<file path="src/rtl/if_id_pipe_skid_if.sv">
// Handshake and decode-field bundle between instruction fetch, the IF/ID skid stage and decode.
// master = fetch/decode side, slave = the pipeline stage.
interface if_id_pipe_skid_if #(
  parameter int unsigned DATA_W = 32,
  parameter int unsigned PC_W   = 32,
  parameter int unsigned CNT_W  = 16
) ();
  logic                   if_valid;
  logic                   if_ready;
  logic [DATA_W-1:0]      DO;
  logic [PC_W-1:0]        PC_4;
  logic                   flush;
  logic                   id_ready;
  logic                   id_valid;
  logic [5:0]             opcode;
  logic [5:0]             funct;
  logic [25:0]            JUMP_ADDR;
  logic [4:0]             rs;
  logic [4:0]             rt;
  logic [4:0]             rd;
  logic [15:0]            imm;
  logic [PC_W-1:0]        pc_4;
  logic [PC_W+DATA_W-1:0] aux;
  logic [1:0]             occupancy;
  logic [CNT_W-1:0]       stall_cnt;

  modport master (
    output if_valid, DO, PC_4, flush, id_ready,
    input  if_ready, id_valid, opcode, funct, JUMP_ADDR, rs, rt, rd, imm,
           pc_4, aux, occupancy, stall_cnt
  );

  modport slave (
    input  if_valid, DO, PC_4, flush, id_ready,
    output if_ready, id_valid, opcode, funct, JUMP_ADDR, rs, rt, rd, imm,
           pc_4, aux, occupancy, stall_cnt
  );
endinterface

</file>
<file path="src/rtl/if_id_pipe_skid.sv">
// IF/ID pipeline stage: valid/ready handshake with a main register plus one skid entry,
// synchronous flush, NOP output while empty and a saturating decode-stall counter.
module if_id_pipe_skid #(
  parameter int unsigned       DATA_W = 32,
  parameter int unsigned       PC_W   = 32,
  parameter logic [DATA_W-1:0] NOP    = '0,
  parameter int unsigned       CNT_W  = 16
) (
  input  logic             reloj,
  input  logic             resetIF_n,
  if_id_pipe_skid_if.slave bus
);

  // Encoding chosen so bit 0 is the main-valid flag and bit 1 the skid-valid flag.
  typedef enum logic [1:0] {
    EMPTY = 2'b00,
    ONE   = 2'b01,
    TWO   = 2'b11
  } state_e;

  state_e            state_q, state_d;
  logic [DATA_W-1:0] m_instr_q, m_instr_d;
  logic [PC_W-1:0]   m_pc_q, m_pc_d;
  logic [DATA_W-1:0] s_instr_q, s_instr_d;
  logic [PC_W-1:0]   s_pc_q, s_pc_d;
  logic [CNT_W-1:0]  stall_q, stall_d;
  logic [1:0]        occ_q, occ_d;

  logic              v_m, v_s, acc, pop;
  logic [DATA_W-1:0] head;
  logic [PC_W-1:0]   head_pc;

  assign v_m = (state_q != EMPTY);
  assign v_s = (state_q == TWO);
  assign acc = bus.if_valid & ~v_s;
  assign pop = v_m & bus.id_ready;

  always_comb begin
    state_d   = state_q;
    m_instr_d = m_instr_q;
    m_pc_d    = m_pc_q;
    s_instr_d = s_instr_q;
    s_pc_d    = s_pc_q;
    unique case (state_q)
      EMPTY: begin
        if (acc) begin
          m_instr_d = bus.DO;
          m_pc_d    = bus.PC_4;
          state_d   = ONE;
        end
      end
      ONE: begin
        if (acc && pop) begin
          m_instr_d = bus.DO;
          m_pc_d    = bus.PC_4;
        end else if (acc) begin
          s_instr_d = bus.DO;
          s_pc_d    = bus.PC_4;
          state_d   = TWO;
        end else if (pop) begin
          state_d   = EMPTY;
        end
      end
      TWO: begin
        if (pop) begin
          m_instr_d = s_instr_q;
          m_pc_d    = s_pc_q;
          s_instr_d = '0;
          s_pc_d    = '0;
          state_d   = ONE;
        end
      end
      default: state_d = EMPTY;
    endcase
    // Flush overrides every transition; payloads may still load, they are never shown.
    if (bus.flush) state_d = EMPTY;
  end

  always_comb begin
    stall_d = stall_q;
    if (v_m && !bus.id_ready && !bus.flush && (stall_q != '1))
      stall_d = stall_q + CNT_W'(1);
  end

  always_comb begin
    occ_d = 2'd0;
    unique case (state_d)
      EMPTY:   occ_d = 2'd0;
      ONE:     occ_d = 2'd1;
      TWO:     occ_d = 2'd2;
      default: occ_d = 2'd0;
    endcase
  end

  always_ff @(posedge reloj or negedge resetIF_n) begin
    if (!resetIF_n) begin
      state_q   <= EMPTY;
      m_instr_q <= '0;
      m_pc_q    <= '0;
      s_instr_q <= '0;
      s_pc_q    <= '0;
      stall_q   <= '0;
      occ_q     <= 2'd0;
    end else begin
      state_q   <= state_d;
      m_instr_q <= m_instr_d;
      m_pc_q    <= m_pc_d;
      s_instr_q <= s_instr_d;
      s_pc_q    <= s_pc_d;
      stall_q   <= stall_d;
      occ_q     <= occ_d;
    end
  end

  assign head    = v_m ? m_instr_q : NOP;
  assign head_pc = v_m ? m_pc_q : '0;

  assign bus.if_ready  = ~v_s;
  assign bus.id_valid  = v_m;
  assign bus.opcode    = head[31:26];
  assign bus.funct     = head[5:0];
  assign bus.JUMP_ADDR = head[25:0];
  assign bus.rs        = head[25:21];
  assign bus.rt        = head[20:16];
  assign bus.rd        = head[15:11];
  assign bus.imm       = head[15:0];
  assign bus.pc_4      = head_pc;
  assign bus.aux       = {head_pc, head};
  assign bus.occupancy = occ_q;
  assign bus.stall_cnt = stall_q;

endmodule

</file>
<file path="src/flat_wrapper.sv">
// flat-port wrapper written by rule: the top's interface ports become plain ports
module if_id_pipe_skid_flat 
#(
  parameter int unsigned       DATA_W = 32,
  parameter int unsigned       PC_W   = 32,
  parameter logic [DATA_W-1:0] NOP    = '0,
  parameter int unsigned       CNT_W  = 16
)
  (reloj, resetIF_n, bus_if_valid, bus_DO, bus_PC_4, bus_flush, bus_id_ready, bus_if_ready, bus_id_valid, bus_opcode, bus_funct, bus_JUMP_ADDR, bus_rs, bus_rt, bus_rd, bus_imm, bus_pc_4, bus_aux, bus_occupancy, bus_stall_cnt);
  if_id_pipe_skid_if #(.DATA_W(DATA_W), .PC_W(PC_W), .CNT_W(CNT_W)) bus_i ();
  input  logic reloj;
  input  logic resetIF_n;
  input wire logic [$bits(bus_i.if_valid)-1:0] bus_if_valid;
  input wire logic [$bits(bus_i.DO)-1:0] bus_DO;
  input wire logic [$bits(bus_i.PC_4)-1:0] bus_PC_4;
  input wire logic [$bits(bus_i.flush)-1:0] bus_flush;
  input wire logic [$bits(bus_i.id_ready)-1:0] bus_id_ready;
  output wire logic [$bits(bus_i.if_ready)-1:0] bus_if_ready;
  output wire logic [$bits(bus_i.id_valid)-1:0] bus_id_valid;
  output wire logic [$bits(bus_i.opcode)-1:0] bus_opcode;
  output wire logic [$bits(bus_i.funct)-1:0] bus_funct;
  output wire logic [$bits(bus_i.JUMP_ADDR)-1:0] bus_JUMP_ADDR;
  output wire logic [$bits(bus_i.rs)-1:0] bus_rs;
  output wire logic [$bits(bus_i.rt)-1:0] bus_rt;
  output wire logic [$bits(bus_i.rd)-1:0] bus_rd;
  output wire logic [$bits(bus_i.imm)-1:0] bus_imm;
  output wire logic [$bits(bus_i.pc_4)-1:0] bus_pc_4;
  output wire logic [$bits(bus_i.aux)-1:0] bus_aux;
  output wire logic [$bits(bus_i.occupancy)-1:0] bus_occupancy;
  output wire logic [$bits(bus_i.stall_cnt)-1:0] bus_stall_cnt;
  assign bus_i.if_valid = bus_if_valid;
  assign bus_i.DO = bus_DO;
  assign bus_i.PC_4 = bus_PC_4;
  assign bus_i.flush = bus_flush;
  assign bus_i.id_ready = bus_id_ready;
  assign bus_if_ready = bus_i.if_ready;
  assign bus_id_valid = bus_i.id_valid;
  assign bus_opcode = bus_i.opcode;
  assign bus_funct = bus_i.funct;
  assign bus_JUMP_ADDR = bus_i.JUMP_ADDR;
  assign bus_rs = bus_i.rs;
  assign bus_rt = bus_i.rt;
  assign bus_rd = bus_i.rd;
  assign bus_imm = bus_i.imm;
  assign bus_pc_4 = bus_i.pc_4;
  assign bus_aux = bus_i.aux;
  assign bus_occupancy = bus_i.occupancy;
  assign bus_stall_cnt = bus_i.stall_cnt;
  if_id_pipe_skid #(.DATA_W(DATA_W), .PC_W(PC_W), .NOP(NOP), .CNT_W(CNT_W)) u_core (.reloj(reloj), .resetIF_n(resetIF_n), .bus(bus_i));
endmodule
</file>
<file path="config.mk">
export PLATFORM = sky130hd
export DESIGN_NAME = if_id_pipe_skid_flat
export DESIGN_NICKNAME = d
export VERILOG_FILES = /design/src/rtl/if_id_pipe_skid_if.sv /design/src/rtl/if_id_pipe_skid.sv /design/src/flat_wrapper.sv
export SDC_FILE = /design/constraint.sdc
export NUM_CORES = 1
export LEC_CHECK = 0
export ABC_AREA = 1
export CAP_MARGIN = 10
export CORE_UTILIZATION = 45
export CTS_BUF_LIST = sky130_fd_sc_hd__clkbuf_8
export CTS_CLUSTER_DIAMETER = 50
export DETAILED_ROUTE_END_ITERATION = 6
export PLACE_DENSITY = 0.87
export SKIP_CTS_REPAIR_TIMING = 1
export SYNTH_ARGS = -nofsm -noshare
export SYNTH_HDL_FRONTEND = slang
export SYNTH_SLANG_ARGS = --single-unit
</file>
<file path="constraint.sdc">
create_clock -name reloj -period 3.7 [get_ports reloj]
set_input_delay 0.74 -clock reloj [delete_from_list [all_inputs] [get_ports reloj]]
set_output_delay 0.74 -clock reloj [all_outputs]
set_load 0.02 [all_outputs]
</file>
-- After elaboration in Yosys (flattened, before gate mapping)
Cells that the tools add are included.
- register bits: 148
- output and inout bits: 185
- word-level logic and storage cells: 56
- add/subtract/negate cells: 1
- equal/unequal tests: 10
- multiplexer cells: 23
- bitwise gates (word level): 3
- reductions and logical operators: 12
- operator list (cell ; count):
    $mux 32 ; 11
    $pmux 32 s3 ; 2
    $pmux 32 s2 ; 2
    $add 16x1->16 const B ; 1
    $ne 16x16->1 const B ; 1
    $mux 2 ; 6
    $reduce_and 4->1 ; 2
    $ne 2x1->1 const B ; 3
    $pmux 2 s3 ; 1
    $eq 2x1->1 const B ; 2
    $eq 2x2->1 const B ; 2
    $logic_and 1x1->1 ; 4
    $ne 2x2->1 const B ; 2
    $pmux 2 s2 ; 1
    $reduce_bool 2->1 ; 2
    $reduce_bool 3->1 ; 1
    $and 1x1->1 ; 2
    $logic_not 1->1 ; 2
    $logic_not 2->1 ; 1
    $not 1->1 ; 1

-- Longest topological paths before layout
Gate-level depths: netlist of the first run.
- depth in word-level cells: 9
- mapped depth: 9
- mapped depth without buffers: 9

-- Least setup slack after synthesis of the first run
Ideal clock, no wire load.
- path kind: reg2out
- start point: register u_core.state_q[1]
- end point: output bus_aux[11]
- data arrival time: 1.573 ns
- setup slack: 1.387 ns
- cell stages (with the launch flop): 7
- path buffers: 2
- cells stage by stage: dfrtp_1 inv_2 nand2_1 inv_2 buf_1 nor2_1 buf_4
- word-level cells in the longest chain between the ends: 2
- ends and longest elaborated chain (what ; line ; text):
    from (decl) ; if_id_pipe_skid.sv:21 ; state_e state_q, state_d;
    from (signal assigned) ; if_id_pipe_skid.sv:105 ; state_q <= state_d;
    $reduce_bool 2->1 ; if_id_pipe_skid.sv:33 ; assign v_m = (state_q != EMPTY);
    named net bus_id_valid ; flat_wrapper.sv:19 ; output wire logic [$bits(bus_i.id_valid)-1:0] bus_id_valid;
    $mux 32 ; if_id_pipe_skid.sv:115 ; assign head = v_m ? m_instr_q : NOP;
    to (decl) ; flat_wrapper.sv:28 ; output wire logic [$bits(bus_i.aux)-1:0] bus_aux;
The timed path passes the listed nets, and every way through them passes these cells.

-- Worst setup path after layout of the first run
- start point: register u_core.state_q[1]
- end point: output bus_if_ready
- word-level cells in the longest chain between the ends: 2
- ends and longest elaborated chain (what ; line ; text):
    $eq 2x2->1 ; if_id_pipe_skid.sv:34 ; assign v_s = (state_q == TWO);
    $not 1->1 ; if_id_pipe_skid.sv:118 ; assign bus.if_ready = ~v_s;
    to (decl) ; flat_wrapper.sv:18 ; output wire logic [$bits(bus_i.if_ready)-1:0] bus_if_ready;
No other way between the ends.

==> impl_metrics.toml, run 1 <==
[status]
outcome = "finished clean"

[route]
detailroute.wirelength.met3_mm = 1.30
remaining_number_of_nets_flagged_by_the_antenna_check_after_routing = 0
wl_met1_mm = 8.25
route.top_layer_used = "met4"
wl_met2_mm = 9.26
drt_drc_violations_left = 0
finalWirelength_mm = 19.0
drt_iter0_markers = 386
vias = 6852
detailedRoute.firstPassIterationCount = 5
detail_route.vias_per_cell = 4.94
detail_route.wl_per_cell_um = 13.7

[floorplan]
initial_core_util_pct = 46.6
design.portCount = 254
die_w_um = 134
core_region_area_sq_mm = 0.0168
die_h_um = 134
floorplan.die_area_sq_mm = 0.0179
num_rows = 47

[power]
clockPowerShare_pct = 28.4
design_power_total_uw = 4520
share_seq_of_total_power_pct = 44.5
switching_power_as_a_share_of_total_power_pct = 32.0
power.density_mw_per_mm2 = 449
leakagePower_uw = 0.00484
ir_worst_vdd_mv = 0.321
power_frac_comb_pct = 27.0
cell_internal_pwr_uw = 3070
net-switching-power_uw = 1450

[place]
gpl.final_weighted_congestion = 0.820
count_of_buffers_from_port_buffering = 253
detailed_place_hpwl_mm = 12.8

[worst_setup_path]
crit_path_end_kind = "output pin"
critical_path_arrival_ns = 2.36
critical_path.startpoint_type = "register"
ff2ff_setup_slack_ns = 0.85
worst-endpoint-required_ns = 2.96
crit_fanout = 67
cp.buffers_inverters = 2
worstSetupPathType = "register to output pin"
crit_chain = "buf_4 > nand2_2 > clkdlybuf4s50_1"
timing.critical_path.slowest_stage_cell = "sky130_fd_sc_hd__clkdlybuf4s50_1"
slowest_delay_ns = 0.63
cp_top_family = "buffers and inverters"

[clock_network]
clock-root-buffer = "sky130_fd_sc_hd__clkbuf_8"
cts_max_level = 4
clk_pin_slew_worst_paths_ns = 0.09
clk_latency_ns = 0.45
cts_tree = "yes"
cts.sink_count = 148
cts-buffers-inserted = 17
max-clock-path-buffers = 2

[finish]
layout-drive-gt1-share_pct = 4.37
nFillCells = 1484
seq_area_sq_mm = 0.00371
diodes = 0
final_net_count = 1223
final_util_pct = 60.1
multiInputGateArea_sq_mm = 0.00276
flow.area_growth_from_synthesis_pct = 28.9

[timing]
final.period_utilization_pct = 83.8
timing_hold_violations_final = 0
fin_tns_setup_ns = 0
layout_min_cycle_time_ns = 3.10
skew_ns = 0.0102
max_freq_ghz = 0.322
relSlewSlack_pct = 39.2
timing_worst_slew_pin_value_ns = 0.911
final-max-slew-violation-count = 0
report.final.setup_viol = 0
rsz_0062_raised_after_global_routing = "false"

[global_routing]
grt_start_max_net_pins = 82
gr_util_all_layers_pct = 21.9
grt_antenna_before_repair = 0
vias_in_the_first_global_route = 6371
wire_length_of_the_first_global_routing_pass_mm = 31.2
global_route.overflow_total = 0

[logic_synthesis]
synth_top_cell_by_area = "sky130_fd_sc_hd__dfrtp_1"
synth_top_cell_area_share_pct = 47.4
syn_avg_cell_area_sq_um = 7.58
post_synth_main_area_contributors = "sky130_fd_sc_hd__dfrtp_1 47%, sky130_fd_sc_hd__nand2_1 13%, sky130_fd_sc_hd__buf_4 9.9%"
netlist_instances = 1031
synth_cell_type_count = 22
syn_area_sq_mm = 0.00781
synth-warning-count = 0
sequential_element_share_of_the_synthesized_area_pct = 47.4
syn_nets = 1101
yosys_reg_bits = 148

[run]
cap_viol_max_count = 0

[worst_hold_path]
timing.hold.worst.class = "input port to async pin"
-- synthesized netlist by cell type --
master / instances
sky130_fd_sc_hd__o21ai_1: 65
sky130_fd_sc_hd__buf_4: 103
sky130_fd_sc_hd__buf_2: 47
sky130_fd_sc_hd__a21oi_1: 65
sky130_fd_sc_hd__inv_1: 81
sky130_fd_sc_hd__nand2_4: 1
sky130_fd_sc_hd__inv_2: 4
sky130_fd_sc_hd__buf_1: 2
sky130_fd_sc_hd__buf_6: 1
sky130_fd_sc_hd__clkbuf_1: 5
sky130_fd_sc_hd__nor2_1: 148
sky130_fd_sc_hd__a211oi_1: 2
sky130_fd_sc_hd__dfrtp_1: 148
sky130_fd_sc_hd__o21ai_0: 6
sky130_fd_sc_hd__nand3b_1: 1
sky130_fd_sc_hd__nand3_1: 71
sky130_fd_sc_hd__ha_1: 1
sky130_fd_sc_hd__nand2_2: 1
sky130_fd_sc_hd__nor2_2: 1
sky130_fd_sc_hd__nand4_1: 5
sky130_fd_sc_hd__nand2_1: 265
sky130_fd_sc_hd__xnor2_1: 8
-- stage by stage --
step	hold slack, ns	cell area [sq um]	worst slack (ns)	std cells
2_1_floorplan	0.444	7820	1.39	1031
3_3_place_gp	0.472	9670	0.862	1354
3_5_place_dp	0.479	9670	0.782	1354
4_1_cts	0.350	10100	0.552	1386
5_1_grt	0.365	10100	0.456	1386
6_report	0.340	10100	0.598	1386
-- final cells by class --
cell class                      instances  area share (%)
Sequential cell                       148            36.8
Multi-Input combinational cell        640            27.4
Timing Repair Buffer                  261            25.9
Inverter                               85            3.17
Tap cell                              220            2.73
Clock buffer                           17            2.32
Clock inverter                         15            1.66
-- placed cells by master, fill, tap and decap left out --
cell type,n
sky130_fd_sc_hd__nand2_1,262
sky130_fd_sc_hd__nand2_4,3
sky130_fd_sc_hd__nand2_2,2
sky130_fd_sc_hd__nand3b_1,1
sky130_fd_sc_hd__a211oi_1,2
sky130_fd_sc_hd__buf_6,1
sky130_fd_sc_hd__buf_12,1
sky130_fd_sc_hd__buf_4,7
sky130_fd_sc_hd__o21ai_1,65
sky130_fd_sc_hd__xnor2_1,8
sky130_fd_sc_hd__ha_1,1
sky130_fd_sc_hd__clkdlybuf4s50_1,252
sky130_fd_sc_hd__inv_1,83
sky130_fd_sc_hd__o21ai_0,6
sky130_fd_sc_hd__dfrtp_2,2
sky130_fd_sc_hd__bufinv_16,3
sky130_fd_sc_hd__nor2_1,148
sky130_fd_sc_hd__inv_2,4
sky130_fd_sc_hd__a21oi_1,65
sky130_fd_sc_hd__nand4_1,5
sky130_fd_sc_hd__clkinv_4,4
sky130_fd_sc_hd__nand3_1,71
sky130_fd_sc_hd__clkbuf_8,17
sky130_fd_sc_hd__nor2_2,1
sky130_fd_sc_hd__clkinv_2,4
sky130_fd_sc_hd__dfrtp_1,146
sky130_fd_sc_hd__clkinvlp_4,2
-- registers in the layout (all words and copies together) (netlist names) --
register	count
u_core.bus.occupancy	2
u_core.bus.stall_cnt	16
u_core.m_instr_q	32
u_core.m_pc_q	32
u_core.s_instr_q	32
u_core.s_pc_q	32
u_core.state_q	2
-- worst paths after layout --
path / cells after the start / start / end
worst min-delay path: 1 / resetIF_n / u_core.m_instr_q[3]
min in group reloj: 2 / u_core.s_pc_q[20] / u_core.s_pc_q[20]
worst min register to register: 2 / u_core.s_pc_q[20] / u_core.s_pc_q[20]
worst max register to register: 7 / u_core.state_q[1] / u_core.m_instr_q[16]
worst max-delay path: 3 / u_core.state_q[1] / bus_if_ready
max in group asynchronous: 2 / resetIF_n / u_core.state_q[0]
-- metal layers --
metal,up-vias,track usage (%)
li1,3354,-
met2,252,36.4
met4,0,6.82
met5,-,0
met3,19,4.91
met1,3227,28.5
-- power by group through the flow --
stage	clock, uW	combinational, uW	sequential, uW
final	1280	1220	2010
after global routing	1380	1340	2040
after CTS	1320	1230	2010
after detailed placement	0	1230	2040
after global placement	0	1190	2030
after floorplan	0	800	2020
-- kinds of logic after synthesis --
| logic type | count (synthesis) | synth area share, % |
|---|---|---|
| fa+ha+maj | 1 | 0.160 |
| compound gates | 138 | 8.90 |
| buf+inv | 243 | 17.5 |
| xor+xnor | 8 | 0.897 |
| flops | 148 | 47.4 |
| simple gates | 493 | 25.2 |
Power figures use the tool's default switching activity.
==> run 2: changes to the inputs <==
- clock period: 3.7 -> 3.1 ns (I/O delays scaled with it)
==> impl_metrics.toml, run 2 (synthesis results as in run 1) <==
[status]
outcome = "finished clean"

[finish]
commonest_cells_after_routing_fill_and_taps_aside = "262 x sky130_fd_sc_hd__nand2_1, 252 x sky130_fd_sc_hd__clkdlybuf4s50_1, 148 x sky130_fd_sc_hd__nor2_1"
flow.area_growth_from_synthesis_pct = 31.0
nFillCells = 1436
layout.cells.most_common = "sky130_fd_sc_hd__nand2_1"
layout-drive-gt1-share_pct = 4.87
finalNonFillerCells = 1390
diodes = 0
multiInputGateArea_sq_mm = 0.00276
fin_area_sq_mm = 0.0102
seq_area_sq_mm = 0.00371
final_net_count = 1227

[power]
ir_worst_vdd_mv = 0.304
leakagePower_uw = 0.00491
power.density_mw_per_mm2 = 558
design_power_total_uw = 5720

[clock_network]
clk_latency_ns = 0.46
cts_tree = "yes"
cts.sink_count = 148
clock-root-buffer = "sky130_fd_sc_hd__clkbuf_8"
cts_max_level = 4
max-clock-path-buffers = 2
clk_pin_slew_worst_paths_ns = 0.08
cts-buffers-inserted = 17

[floorplan]
initial_core_util_pct = 46.6
die_w_um = 134
core_region_area_sq_mm = 0.0168
die_h_um = 134
floorplan.die_area_sq_mm = 0.0179
design.portCount = 254
num_rows = 47

[place]
placedCellCount = 1358
gpl.final_weighted_congestion = 0.846
dpl-instance-area_sq_mm = 0.00974
detailed_place_hpwl_mm = 12.9
count_of_buffers_from_port_buffering = 253

[timing]
final-max-slew-violation-count = 0
layout_min_cycle_time_ns = 2.85
max_freq_ghz = 0.350
report.final.setup_viol = 0
timing_hold_violations_final = 0
relSlewSlack_pct = 50.1
final.period_utilization_pct = 92.1
timing_worst_slew_pin_value_ns = 0.749
skew_ns = 0.0127
fin_tns_setup_ns = 0
rsz_0062_raised_after_global_routing = "false"

[worst_hold_path]
timing.hold.worst.class = "input port to async pin"

[run]
cap_viol_max_count = 0

[route]
detail_route.wl_per_cell_um = 14.0
detailedRoute.firstPassIterationCount = 7
vias = 6981
drt_iter0_markers = 468
detail_route.vias_per_cell = 5.02
finalWirelength_mm = 19.5
drt_drc_violations_left = 0
remaining_number_of_nets_flagged_by_the_antenna_check_after_routing = 0

[global_routing]
grt_antenna_before_repair = 0
vias_in_the_first_global_route = 6664
wire_length_of_the_first_global_routing_pass_mm = 31.9
grt_start_max_net_pins = 75
gr_util_all_layers_pct = 22.3
global_route.overflow_total = 0

[worst_setup_path]
worst-endpoint-required_ns = 2.48
crit_fanout = 64
crit_path_end_kind = "output pin"
critical_path.startpoint_type = "register"
ff2ff_setup_slack_ns = 0.88
critical_path_arrival_ns = 2.23
worstSetupPathType = "register to output pin"
## run 2: cell type report
cell class	instances	share of cell area [%]
sequential	148	36.2
tap	220	2.69
multi-input combinational	640	27.0
clock inverter	14	2.44
timing repair buffer	265	26.1
clock buffer	18	2.42
inverter	85	3.12
## run 2: final timing paths
| check | from | to | cells after the start |
|---|---|---|---|
| hold / removal | resetIF_n | u_core.s_pc_q[15] | 1 |
| hold reg to reg | u_core.s_pc_q[11] | u_core.s_pc_q[11] | 2 |
| setup reg to reg | u_core.state_q[1] | u_core.m_pc_q[26] | 6 |
| max in group asynchronous | resetIF_n | u_core.m_pc_q[18] | 2 |
| setup / recovery | u_core.state_q[1] | bus_aux[15] | 6 |
| min in group reloj | u_core.s_pc_q[11] | u_core.s_pc_q[11] | 2 |
## run 2: where the power goes
part	switching (uW)	internal [uW]	leakage, uW
clock	777	1070	0.000242
sequential	153	2240	0.00178
combinational	826	646	0.00289
## run 2: through the flow
stage	setup slack, ns	util, %	hold WS (ns)
floorplan	0.907	-	0.324
global placement	0.732	58.1	0.472
detailed placement	0.695	58.1	0.479
CTS	0.191	61.1	0.101
global route	0.135	61.1	0.122
finish	0.245	61.1	0.108
## run 2: critical path, stage by stage, from the launching register on
cell	delay, ns
sky130_fd_sc_hd__dfrtp_2	0.40
sky130_fd_sc_hd__inv_2	0.05
sky130_fd_sc_hd__nand2_1	0.10
sky130_fd_sc_hd__inv_2	0.06
sky130_fd_sc_hd__buf_12	0.21
sky130_fd_sc_hd__nor2_1	0.30
sky130_fd_sc_hd__clkdlybuf4s50_1	0.67
## run 2: metal layers
metal / vias to the layer above / GRT usage, % / share of wire [%]
li1: 3371 / - / -
met1: 3303 / 27.3 / 41
met2: 292 / 38.5 / 50
met3: 15 / 5.86 / 7.6
met4: 0 / 6.19 / 0.88
met5: - / 0 / 0
